`src/rtl/mul_seq.sv`:
```
// Sequential unsigned shift-add multiplier controller. Borrows the core's shared
// addsub unit for one partial-product add per cycle; valid/ready on both sides.
module mul_seq #(
    parameter int unsigned REG_WIDTH = 16
) (
    input  logic                 clk,
    input  logic                 reset,
    input  logic                 req_valid,
    output logic                 req_ready,
    input  logic [REG_WIDTH-1:0] req_a,
    input  logic [REG_WIDTH-1:0] req_b,
    output logic                 rsp_valid,
    input  logic                 rsp_ready,
    output logic [REG_WIDTH-1:0] rsp_hi,
    output logic [REG_WIDTH-1:0] rsp_lo,
    output logic [REG_WIDTH-1:0] add_ina,
    output logic [REG_WIDTH-1:0] add_inb,
    output logic                 add_invert,
    output logic                 add_carryin,
    input  logic [REG_WIDTH-1:0] add_out,
    input  logic                 add_carryout
);

    localparam int unsigned CNT_W = $clog2(REG_WIDTH + 1);

    typedef enum logic [1:0] {
        S_IDLE,
        S_RUN,
        S_DONE
    } state_t;

    generate
        if (REG_WIDTH < 2) begin : g_bad_width
            $error("mul_seq: REG_WIDTH must be at least 2");
        end
    endgenerate

    state_t               r_state;
    state_t               w_state_nxt;
    logic [REG_WIDTH-1:0] r_m;
    logic [REG_WIDTH-1:0] r_acc;
    logic [REG_WIDTH-1:0] r_q;
    logic [CNT_W-1:0]     r_cnt;
    logic [REG_WIDTH-1:0] w_m_nxt;
    logic [REG_WIDTH-1:0] w_acc_nxt;
    logic [REG_WIDTH-1:0] w_q_nxt;
    logic [CNT_W-1:0]     w_cnt_nxt;
    logic [REG_WIDTH-1:0] w_add_ina;
    logic [REG_WIDTH-1:0] w_add_inb;
    logic                 w_req_ready;
    logic                 w_last_step;

    assign w_req_ready = (r_state == S_IDLE) && !reset;
    assign w_last_step = (r_cnt == CNT_W'(REG_WIDTH - 1));

    // State register
    always_ff @(posedge clk) begin
        if (reset) begin
            r_state <= S_IDLE;
        end else begin
            r_state <= w_state_nxt;
        end
    end

    // Datapath registers
    always_ff @(posedge clk) begin
        if (reset) begin
            r_m   <= '0;
            r_acc <= '0;
            r_q   <= '0;
            r_cnt <= '0;
        end else begin
            r_m   <= w_m_nxt;
            r_acc <= w_acc_nxt;
            r_q   <= w_q_nxt;
            r_cnt <= w_cnt_nxt;
        end
    end

    // Next-state, datapath update and adder operand steering
    always_comb begin
        w_state_nxt = r_state;
        w_m_nxt     = r_m;
        w_acc_nxt   = r_acc;
        w_q_nxt     = r_q;
        w_cnt_nxt   = r_cnt;
        w_add_ina   = '0;
        w_add_inb   = '0;

        case (r_state)
            S_IDLE: begin
                if (req_valid && w_req_ready) begin
                    w_m_nxt     = req_a;
                    w_q_nxt     = req_b;
                    w_acc_nxt   = '0;
                    w_cnt_nxt   = '0;
                    w_state_nxt = S_RUN;
                end
            end
            S_RUN: begin
                w_add_ina = r_acc;
                w_add_inb = r_q[0] ? r_m : '0;
                // Shift the REG_WIDTH+1-bit partial sum right into acc:q
                {w_acc_nxt, w_q_nxt} = {add_carryout & r_q[0], add_out, r_q[REG_WIDTH-1:1]};
                w_cnt_nxt = r_cnt + CNT_W'(1);
                if (w_last_step) begin
                    w_state_nxt = S_DONE;
                end
            end
            S_DONE: begin
                if (rsp_ready) begin
                    w_state_nxt = S_IDLE;
                end
            end
            default: begin
                w_state_nxt = S_IDLE;
            end
        endcase
    end

    assign req_ready   = w_req_ready;
    assign rsp_valid   = (r_state == S_DONE);
    assign rsp_hi      = r_acc;
    assign rsp_lo      = r_q;
    assign add_ina     = w_add_ina;
    assign add_inb     = w_add_inb;
    assign add_invert  = 1'b0;
    assign add_carryin = 1'b0;

endmodule

```
`config.mk`:
```
export PLATFORM = sky130hd
export DESIGN_NAME = mul_seq
export DESIGN_NICKNAME = d
export VERILOG_FILES = /design/src/rtl/mul_seq.sv
export SDC_FILE = /design/constraint.sdc
export NUM_CORES = 1
export LEC_CHECK = 0
export ABC_CLOCK_PERIOD_IN_PS = 1600
export CAP_MARGIN = 15
export CORE_MARGIN = 2
export CORE_UTILIZATION = 42
export CTS_BUF_LIST = sky130_fd_sc_hd__clkbuf_2 sky130_fd_sc_hd__clkbuf_4 sky130_fd_sc_hd__clkbuf_8
export DETAILED_ROUTE_END_ITERATION = 8
export PLACE_DENSITY = 0.79
export SLEW_MARGIN = 5
export SYNTH_ARGS = -nofsm -noshare
export SYNTH_HDL_FRONTEND = slang
export SYNTH_SLANG_ARGS = --single-unit
```
`constraint.sdc`:
```
create_clock -name clk -period 1.6 [get_ports clk]
set_input_delay 0.32 -clock clk [delete_from_list [all_inputs] [get_ports clk]]
set_output_delay 0.32 -clock clk [all_outputs]
set_load 0.005 [all_outputs]
```
==> flow_metrics.py, run 1 <==
metrics = {
    "timing": {
        "slew_violations": 0,
        "hold_viol": 0,
        "setup_tns_ns": -4.24,
        "setup_violations": 32,
        "period_minus_slack_ns": 1.83,
        "max_freq_ghz": 0.547,
        "fin_crit_sh_pct": 114,
        "fin_skew_ns": 0.00759,
        "rsz0062_at_grt": "true",
        "layout_setup_ws_ns": -0.228,
    },
    "final_layout": {
        "drive_gt1_share_pct": 25.6,
        "syn2layout_area_growth_pct": 72.0,
        "insertedDiodeCount": 0,
        "final_nets": 495,
    },
    "status": {
        "outcome": "finished with violations",
        "violations": "setup timing",
    },
    "synth": {
        "async_reset_ff_share_pct": 0,
        "yosysWarnings": 0,
        "ys_ff_latch": 55,
        "synth.avg_cell_area_um2": 8.16,
        "synth-edff-count": 0,
        "synthesis.instances": 314,
        "netlist_area_um2": 2560,
        "ys_types": 31,
        "ys.flop_type": "dfxtp_1",
        "ys_seq_area_share_pct": 43.0,
    },
    "drt": {
        "wl_mm": 8.02,
        "drt_iter0_drc": 176,
        "antenna_left": 0,
        "wl_per_cell_um": 15.5,
        "via_count": 2745,
        "viasPerCell": 5.32,
        "drt_first_pass_iters": 4,
        "drc": 0,
    },
    "power": {
        "power.static_leakage_uw": 0.00171,
        "finalPower_uw": 3340,
        "p_sw_uw": 812,
        "p_sw_share_pct": 24.3,
        "combPwrFrac_pct": 22.2,
        "pwr-share-clk_pct": 32.6,
        "p_int_uw": 2530,
        "p_per_area_nw_per_um2": 757,
        "seq_power_share_pct": 45.1,
        "irDropWorstVdd_mv": 0.579,
    },
    "worst_hold_path": {
        "whs_endpoint": "r_m[7]$_SDFFE_PP0P_",
        "hold_start": "r_m[7]$_SDFFE_PP0P_",
        "holdCritPathClass": "flip-flop to flip-flop",
        "hold_path_depth": 2,
    },
    "worst_setup_path": {
        "critPathArrivalTime_ns": 1.51,
        "end_kind": "output port",
        "crit_path_cell_trace": "and2b_4 -> buf_12 -> buf_16 -> buf_6 -> and2_4 -> buf_6",
        "cp_slowest_cell": "dfxtp_2",
        "critPathLaunchType": "flip-flop",
        "cp_max_fo": 6,
        "worst-path-buf-inv": 4,
        "r2r_cells": 5,
        "r2r_end": "r_cnt[0]$_SDFFE_PP0P_",
        "crit_top_cell": "buf_6",
        "crit_family": "buffers and inverters",
        "regToRegSetupSlack_ns": 0.01,
        "slowest_delay_ns": 0.36,
        "cp_data_required_time_ns": 1.28,
        "worstSetupPathType": "flip-flop to output port",
        "timing.rr.start": "r_state[0]$_SDFFE_PP0P_",
    },
    "die": {
        "num_rows": 28,
        "coreArea_um2": 5920,
        "die-area_um2": 6740,
        "start_util_pct": 43.3,
        "ios": 121,
        "fp.dieW_um": 82.1,
        "die_h_um": 82.1,
    },
    "cts": {
        "path_clk_slew_ns": 0.10,
        "cts_hold_buf": 0,
        "cts-root-buf": "clkbuf_8",
        "cts.path.max_buffers": 2,
        "cts_tree": "done",
        "htreeDepth": 2,
        "clock-sinks": 55,
        "numCtsBuffers": 5,
        "clkLatencyLatePin_ns": 0.31,
    },
    "grt": {
        "grt_pass1_vias": 2591,
        "grt_usage_pct": 23.8,
        "grt_overflow": 0,
        "antenna_found_initial": 0,
        "grt_max_degree": 38,
        "grt_pass1_wl_mm": 12.3,
    },
    "placement": {
        "place_congestion": 0.755,
        "io_buffers": 118,
        "hpwl_mm": 4.84,
    },
    "flow_run": {
        "max_cap_violations": 0,
    },
}
-- sequential cells by signal, summed over array words and instances (netlist names) --
signal	flops
r_state	2
rsp_lo	16
r_cnt	5
rsp_hi	16
r_m	16
-- layer usage --
layer | up-vias | GRT usage [%] | wire (um)
met5 | - | 0 | 0
met1 | 1280 | 27.6 | 3240
met2 | 89 | 42.4 | 4140
li1 | 1360 | - | -
met4 | 0 | 9.17 | 150
met3 | 16 | 5.43 | 492
-- worst max-delay path by stage --
stage / start / end / slack, ns / depth (start not counted)
floorplan: r_state[0]$_SDFFE_PP0P_ / add_ina[10] / 0.15 / 4
global placement: req_valid / r_cnt[3]$_SDFFE_PP0P_ / -0.19 / 5
detailed placement: req_valid / rsp_lo[8]$_SDFFE_PP0P_ / -0.26 / 6
CTS: r_state[1]$_SDFFE_PP0P_ / rsp_valid / -0.25 / 3
global route: r_state[1]$_SDFFE_PP0P_ / add_ina[1] / -0.26 / 6
finish: r_state[1]$_SDFFE_PP0P_ / add_ina[1] / -0.23 / 6
-- Yosys cell counts, types with 9 or more instances --
library cell / number / area (um2)
a21oi_1: 36 / 180
and2_1: 16 / 100
and3_1: 17 / 106
buf_2: 9 / 45.0
clkbuf_1: 19 / 71.3
dfxtp_1: 55 / 1100
nand2_1: 49 / 184
nand3_1: 22 / 110
nor3_1: 17 / 85.1
nor3b_1: 16 / 120
nor4_1: 16 / 100
nor4b_1: 16 / 140
-- cells in the final DEF (no fill, tap or decap), types with 2 or more instances in the layout --
| master | Yosys | layout |
|---|---|---|
| buf_4 | 3 | 17 |
| and3_4 | 0 | 13 |
| buf_12 | 0 | 8 |
| dlygate4sd2_1 | 0 | 2 |
| nor3b_1 | 16 | 16 |
| buf_6 | 3 | 32 |
| nand2_1 | 49 | 49 |
| dfxtp_1 | 55 | 52 |
| dfxtp_2 | 0 | 3 |
| buf_2 | 9 | 4 |
| buf_8 | 0 | 3 |
| nor3_1 | 17 | 16 |
| and2_4 | 0 | 16 |
| nand2b_1 | 3 | 3 |
| clkbuf_8 | 0 | 5 |
| ha_1 | 2 | 2 |
| a21oi_1 | 36 | 36 |
| clkdlybuf4s50_1 | 0 | 82 |
| and3_1 | 17 | 4 |
| nor4b_1 | 16 | 16 |
| nor4_1 | 16 | 16 |
| bufinv_16 | 0 | 2 |
| conb_1 | 1 | 2 |
| nand3_1 | 22 | 22 |
-- power groups by stage --
stage,Clock [uW],Sequential (uW),Combinational [uW]
after floorplan,0,1530,263
after global placement,0,1530,605
after detailed placement,0,1530,617
after CTS,1110,1500,743
after global routing,1150,1520,799
final,1090,1510,741
-- final cells by class --
type,count,area (um2)
clock buffer,5,68.8
sequential,55,1100
tap,75,93.8
fill,441,1510
timing repair buffer,152,1650
inverter,1,3.75
multi-input combinational,225,1420
clock inverter,3,67.6
-- what timing repair did --
item,CTS,global route
gates cloned,5,1
buffers inserted,8,3
setup endpoints to repair,39,60
pin swaps,25,4
gates resized for setup,185,36
-- through the flow --
stage	worst slack, ns	util (%)	hold WS (ns)	instances	cell area, um2
6_report	-0.228	74.4	0.455	516	4410
3_3_place_gp	-0.193	65.3	0.437	496	3870
2_1_floorplan	0.150	-	0.432	315	2570
5_1_grt	-0.262	74.4	0.469	516	4410
4_1_cts	-0.253	73.1	0.428	517	4330
3_5_place_dp	-0.265	65.3	0.442	496	3870
-- worst min-delay path: cells and delay by family, from the launching register on --
kind               cells  cell delay, ns
AOI/OAI and AO/OA      1            0.05
and+or+nand+nor        1            0.05
DFF                    1            0.32
-- logic make-up after synthesis --
| logic type | after synthesis | synth area share (%) |
|---|---|---|
| other | 1 | 0.146 |
| adder cells (fa/ha/maj) | 2 | 0.976 |
| flip-flops | 55 | 43.0 |
| buffers and inverters | 35 | 6.88 |
| AO/OA/AOI/OAI | 41 | 8.50 |
| AND/OR/NAND/NOR | 180 | 40.5 |
(Power assumes the default switching activity.)
==> run 2: changes to the inputs <==
--- a/config.mk
+++ b/config.mk
@@ -5,10 +5,11 @@
 export SDC_FILE = /design/constraint.sdc
 export NUM_CORES = 1
 export LEC_CHECK = 0
+export ABC_AREA = 1
 export ABC_CLOCK_PERIOD_IN_PS = 1600
 export CAP_MARGIN = 15
-export CORE_MARGIN = 2
-export CORE_UTILIZATION = 42
+export CORE_MARGIN = 5
+export CORE_UTILIZATION = 43
 export CTS_BUF_LIST = sky130_fd_sc_hd__clkbuf_2 sky130_fd_sc_hd__clkbuf_4 sky130_fd_sc_hd__clkbuf_8
 export DETAILED_ROUTE_END_ITERATION = 8
 export PLACE_DENSITY = 0.79
==> flow_metrics.py, run 2 <==
metrics = {
    "final_layout": {
        "syn2layout_area_growth_pct": 56.1,
        "final_common_cell": "nand2_1",
        "finalCoreUtilization_pct": 67.8,
        "insertedDiodeCount": 0,
        "drive_gt1_share_pct": 20.7,
        "finalNonFillerCells": 603,
        "nFillCells": 530,
        "final_nets": 581,
        "final_cell_mix": "nand2_1 (101), clkdlybuf4s50_1 (83), nand3_1 (57)",
    },
    "grt": {
        "gr-usage-met1_pct": 27.0,
        "grt_usage_pct": 20.3,
        "use_met3_pct": 5.07,
        "grt_pass1_vias": 2817,
        "grtUsageMet2_pct": 34.1,
        "antenna_found_initial": 0,
        "grt_max_degree": 40,
        "grt_busiest_layer": "met2",
        "grt_pass1_wl_mm": 13.1,
        "grt_overflow": 0,
    },
    "die": {
        "coreArea_um2": 6240,
        "start_util_pct": 43.4,
        "ios": 121,
        "die-area_um2": 7990,
        "num_rows": 29,
        "fp.dieW_um": 89.4,
        "die_h_um": 89.4,
    },
    "worst_hold_path": {
        "holdCritPathClass": "flip-flop to flip-flop",
        "hold_start": "r_m[14]$_SDFFE_PP0P_",
    },
    "timing": {
        "hold_viol": 0,
        "setup_tns_ns": 0,
        "fin_skew_ns": 0.00654,
        "whs_ns": 0.467,
        "period_minus_slack_ns": 1.57,
        "slew_violations": 0,
        "fin_crit_sh_pct": 98.2,
        "max_freq_ghz": 0.636,
        "setup_violations": 0,
        "rsz0062_at_grt": "true",
    },
    "synth": {
        "async_reset_ff_share_pct": 0,
        "ys_ff_latch": 55,
        "ys.flop_type": "dfxtp_1",
        "synth.avg_cell_area_um2": 6.73,
        "netlist_area_um2": 2710,
        "synthesis.instances": 403,
        "netlist_top_cells_count": "nand2_1 (101), nand3_1 (57), a21oi_1 (55), dfxtp_1 (55), nor2_1 (51)",
        "synthTopCellsByArea": "dfxtp_1 (41%), nand2_1 (14%), nand3_1 (11%)",
        "synth_area_leader_cell": "dfxtp_1",
        "ys_types": 21,
        "synth_top_area_share_pct": 40.6,
        "yosysWarnings": 0,
        "synth_most_common_cell": "nand2_1",
        "synth-edff-count": 0,
        "ys_seq_area_share_pct": 40.6,
    },
    "cts": {
        "clock-sinks": 55,
        "cts-root-buf": "clkbuf_8",
        "cts_tree": "done",
        "clkLatencyLatePin_ns": 0.30,
        "numCtsBuffers": 5,
        "htreeDepth": 2,
        "cts.path.max_buffers": 2,
        "path_clk_slew_ns": 0.10,
    },
    "placement": {
        "io_buffers": 118,
        "hpwl_mm": 5.44,
        "place_congestion": 0.813,
        "place_inst": 586,
    },
    "power": {
        "seq_power_share_pct": 49.3,
        "finalPower_uw": 3080,
        "p_sw_uw": 838,
        "p_int_uw": 2240,
        "pwr-share-clk_pct": 24.8,
        "p_sw_share_pct": 27.2,
        "irDropWorstVdd_mv": 0.550,
        "power.static_leakage_uw": 0.00175,
        "combPwrFrac_pct": 26.0,
        "p_per_area_nw_per_um2": 727,
    },
    "status": {
        "outcome": "finished, final reports clean",
    },
    "drt": {
        "drc": 0,
        "drt_first_pass_iters": 6,
        "antenna_left": 0,
        "wl_per_cell_um": 14.2,
        "drt_iter0_drc": 136,
        "viasPerCell": 5.14,
        "via_count": 3097,
        "wl_mm": 8.57,
    },
    "worst_setup_path": {
        "r2r_cells": 6,
        "cp_max_fo": 9,
        "timing.rr.start": "r_cnt[0]$_SDFFE_PP0P_",
        "worstSetupPathType": "flip-flop to output port",
        "end_kind": "output port",
        "critPathArrivalTime_ns": 1.25,
        "cp_data_required_time_ns": 1.28,
        "critPathLaunch": "r_state[1]$_SDFFE_PP0P_",
        "critPathLaunchType": "flip-flop",
        "r2r_end": "r_cnt[4]$_SDFFE_PP0P_",
        "regToRegSetupSlack_ns": 0.12,
        "crit_end": "add_inb[1]",
    },
    "flow_run": {
        "max_cap_violations": 0,
    },
}
[run 2: changes by cell type after synthesis, moves of 19 or more]
| cell | previous run | this run |
|---|---|---|
| a21oi_1 | 36 | 55 |
| inv_1 | 1 | 21 |
| nand2_1 | 49 | 101 |
| nand3_1 | 22 | 57 |
| nor2_1 | 1 | 51 |
[run 2: layout make-up]
class	instances	area [um2]	share of cell area (%)
well taps	77	96.3	2.28
clock buffers	6	82.6	1.95
multi-input cells	291	1430	33.7
repair buffers	150	1420	33.5
flip-flops and latches	55	1110	26.3
clock inverters	1	5.00	0.118
inverters	23	92.6	2.19
[run 2: metrics by stage]
| stage | setup WS [ns] | instance area [um2] |
|---|---|---|
| 6_report | 0.0285 | 4230 |
| 5_1_grt | -0.0343 | 4230 |
| 4_1_cts | -0.161 | 4150 |
| 3_5_place_dp | -0.203 | 4020 |
| 3_3_place_gp | -0.190 | 4020 |
| 2_1_floorplan | 0.222 | 2720 |
[run 2: worst max-delay path, stage by stage, from the launching register on]
cell,delay [ns]
dfxtp_2,0.35
inv_4,0.08
nand2_8,0.12
clkbuf_16,0.20
nor2_1,0.09
buf_2,0.12
[run 2: routing by layer]
layer  part of all wire (%)  wire length [um]
met1                     42              3560
met2                     50              4250
met3                    8.2               702
met4                   0.66                57
met5                      0                 0
[run 2: worst min-delay path by stage]
stage          cells after the start  slack [ns]              endpoint
3_3_place_gp                       2        0.45  r_m[15]$_SDFFE_PP0P_
6_report                           2        0.47  r_m[14]$_SDFFE_PP0P_
2_1_floorplan                      2        0.44  r_m[14]$_SDFFE_PP0P_
5_1_grt                            2        0.48  r_m[12]$_SDFFE_PP0P_
4_1_cts                            2        0.47   r_m[6]$_SDFFE_PP0P_
3_5_place_dp                       2        0.45   r_m[6]$_SDFFE_PP0P_
[run 2: power by group through the flow]
stage | sequential [uW] | clock, uW | combinational, uW
after floorplan | 1540 | 0 | 343
after global placement | 1540 | 0 | 688
after detailed placement | 1540 | 0 | 700
after CTS | 1520 | 799 | 763
after global routing | 1530 | 854 | 872
final | 1520 | 762 | 799
[run 2: logic make-up (layout without fill, tap and decap cells)]
kind of cell / after synthesis / count (layout) / synth area share (%)
other: 1 / 2 / 0.138
and+or+nand+nor: 231 / 231 / 37.8
DFF: 55 / 55 / 40.6
AOI/OAI and AO/OA: 56 / 56 / 10.3
adders and majority gates: 2 / 2 / 0.923
buffers and inverters: 58 / 180 / 10.2
[run 2: repair_timing]
item / CTS / global route
endpoints found under the hold margin: 0 / 0
buffers inserted: 0 / 4
pin swaps: 1 / 1
resized for setup: 125 / 45
hold buffers: 0 / 0
setup endpoints to repair: 35 / 23
gates cloned: 4 / 2
==> run 3: changes to the inputs <==
--- a/config.mk
+++ b/config.mk
@@ -11,6 +11,7 @@
 export CORE_MARGIN = 5
 export CORE_UTILIZATION = 43
 export CTS_BUF_LIST = sky130_fd_sc_hd__clkbuf_2 sky130_fd_sc_hd__clkbuf_4 sky130_fd_sc_hd__clkbuf_8
+export CTS_CLUSTER_SIZE = 24
 export DETAILED_ROUTE_END_ITERATION = 8
 export PLACE_DENSITY = 0.79
 export SLEW_MARGIN = 5
==> results of run 3 <==
The final DEF is identical to that of run 2; final timing and power are the same.
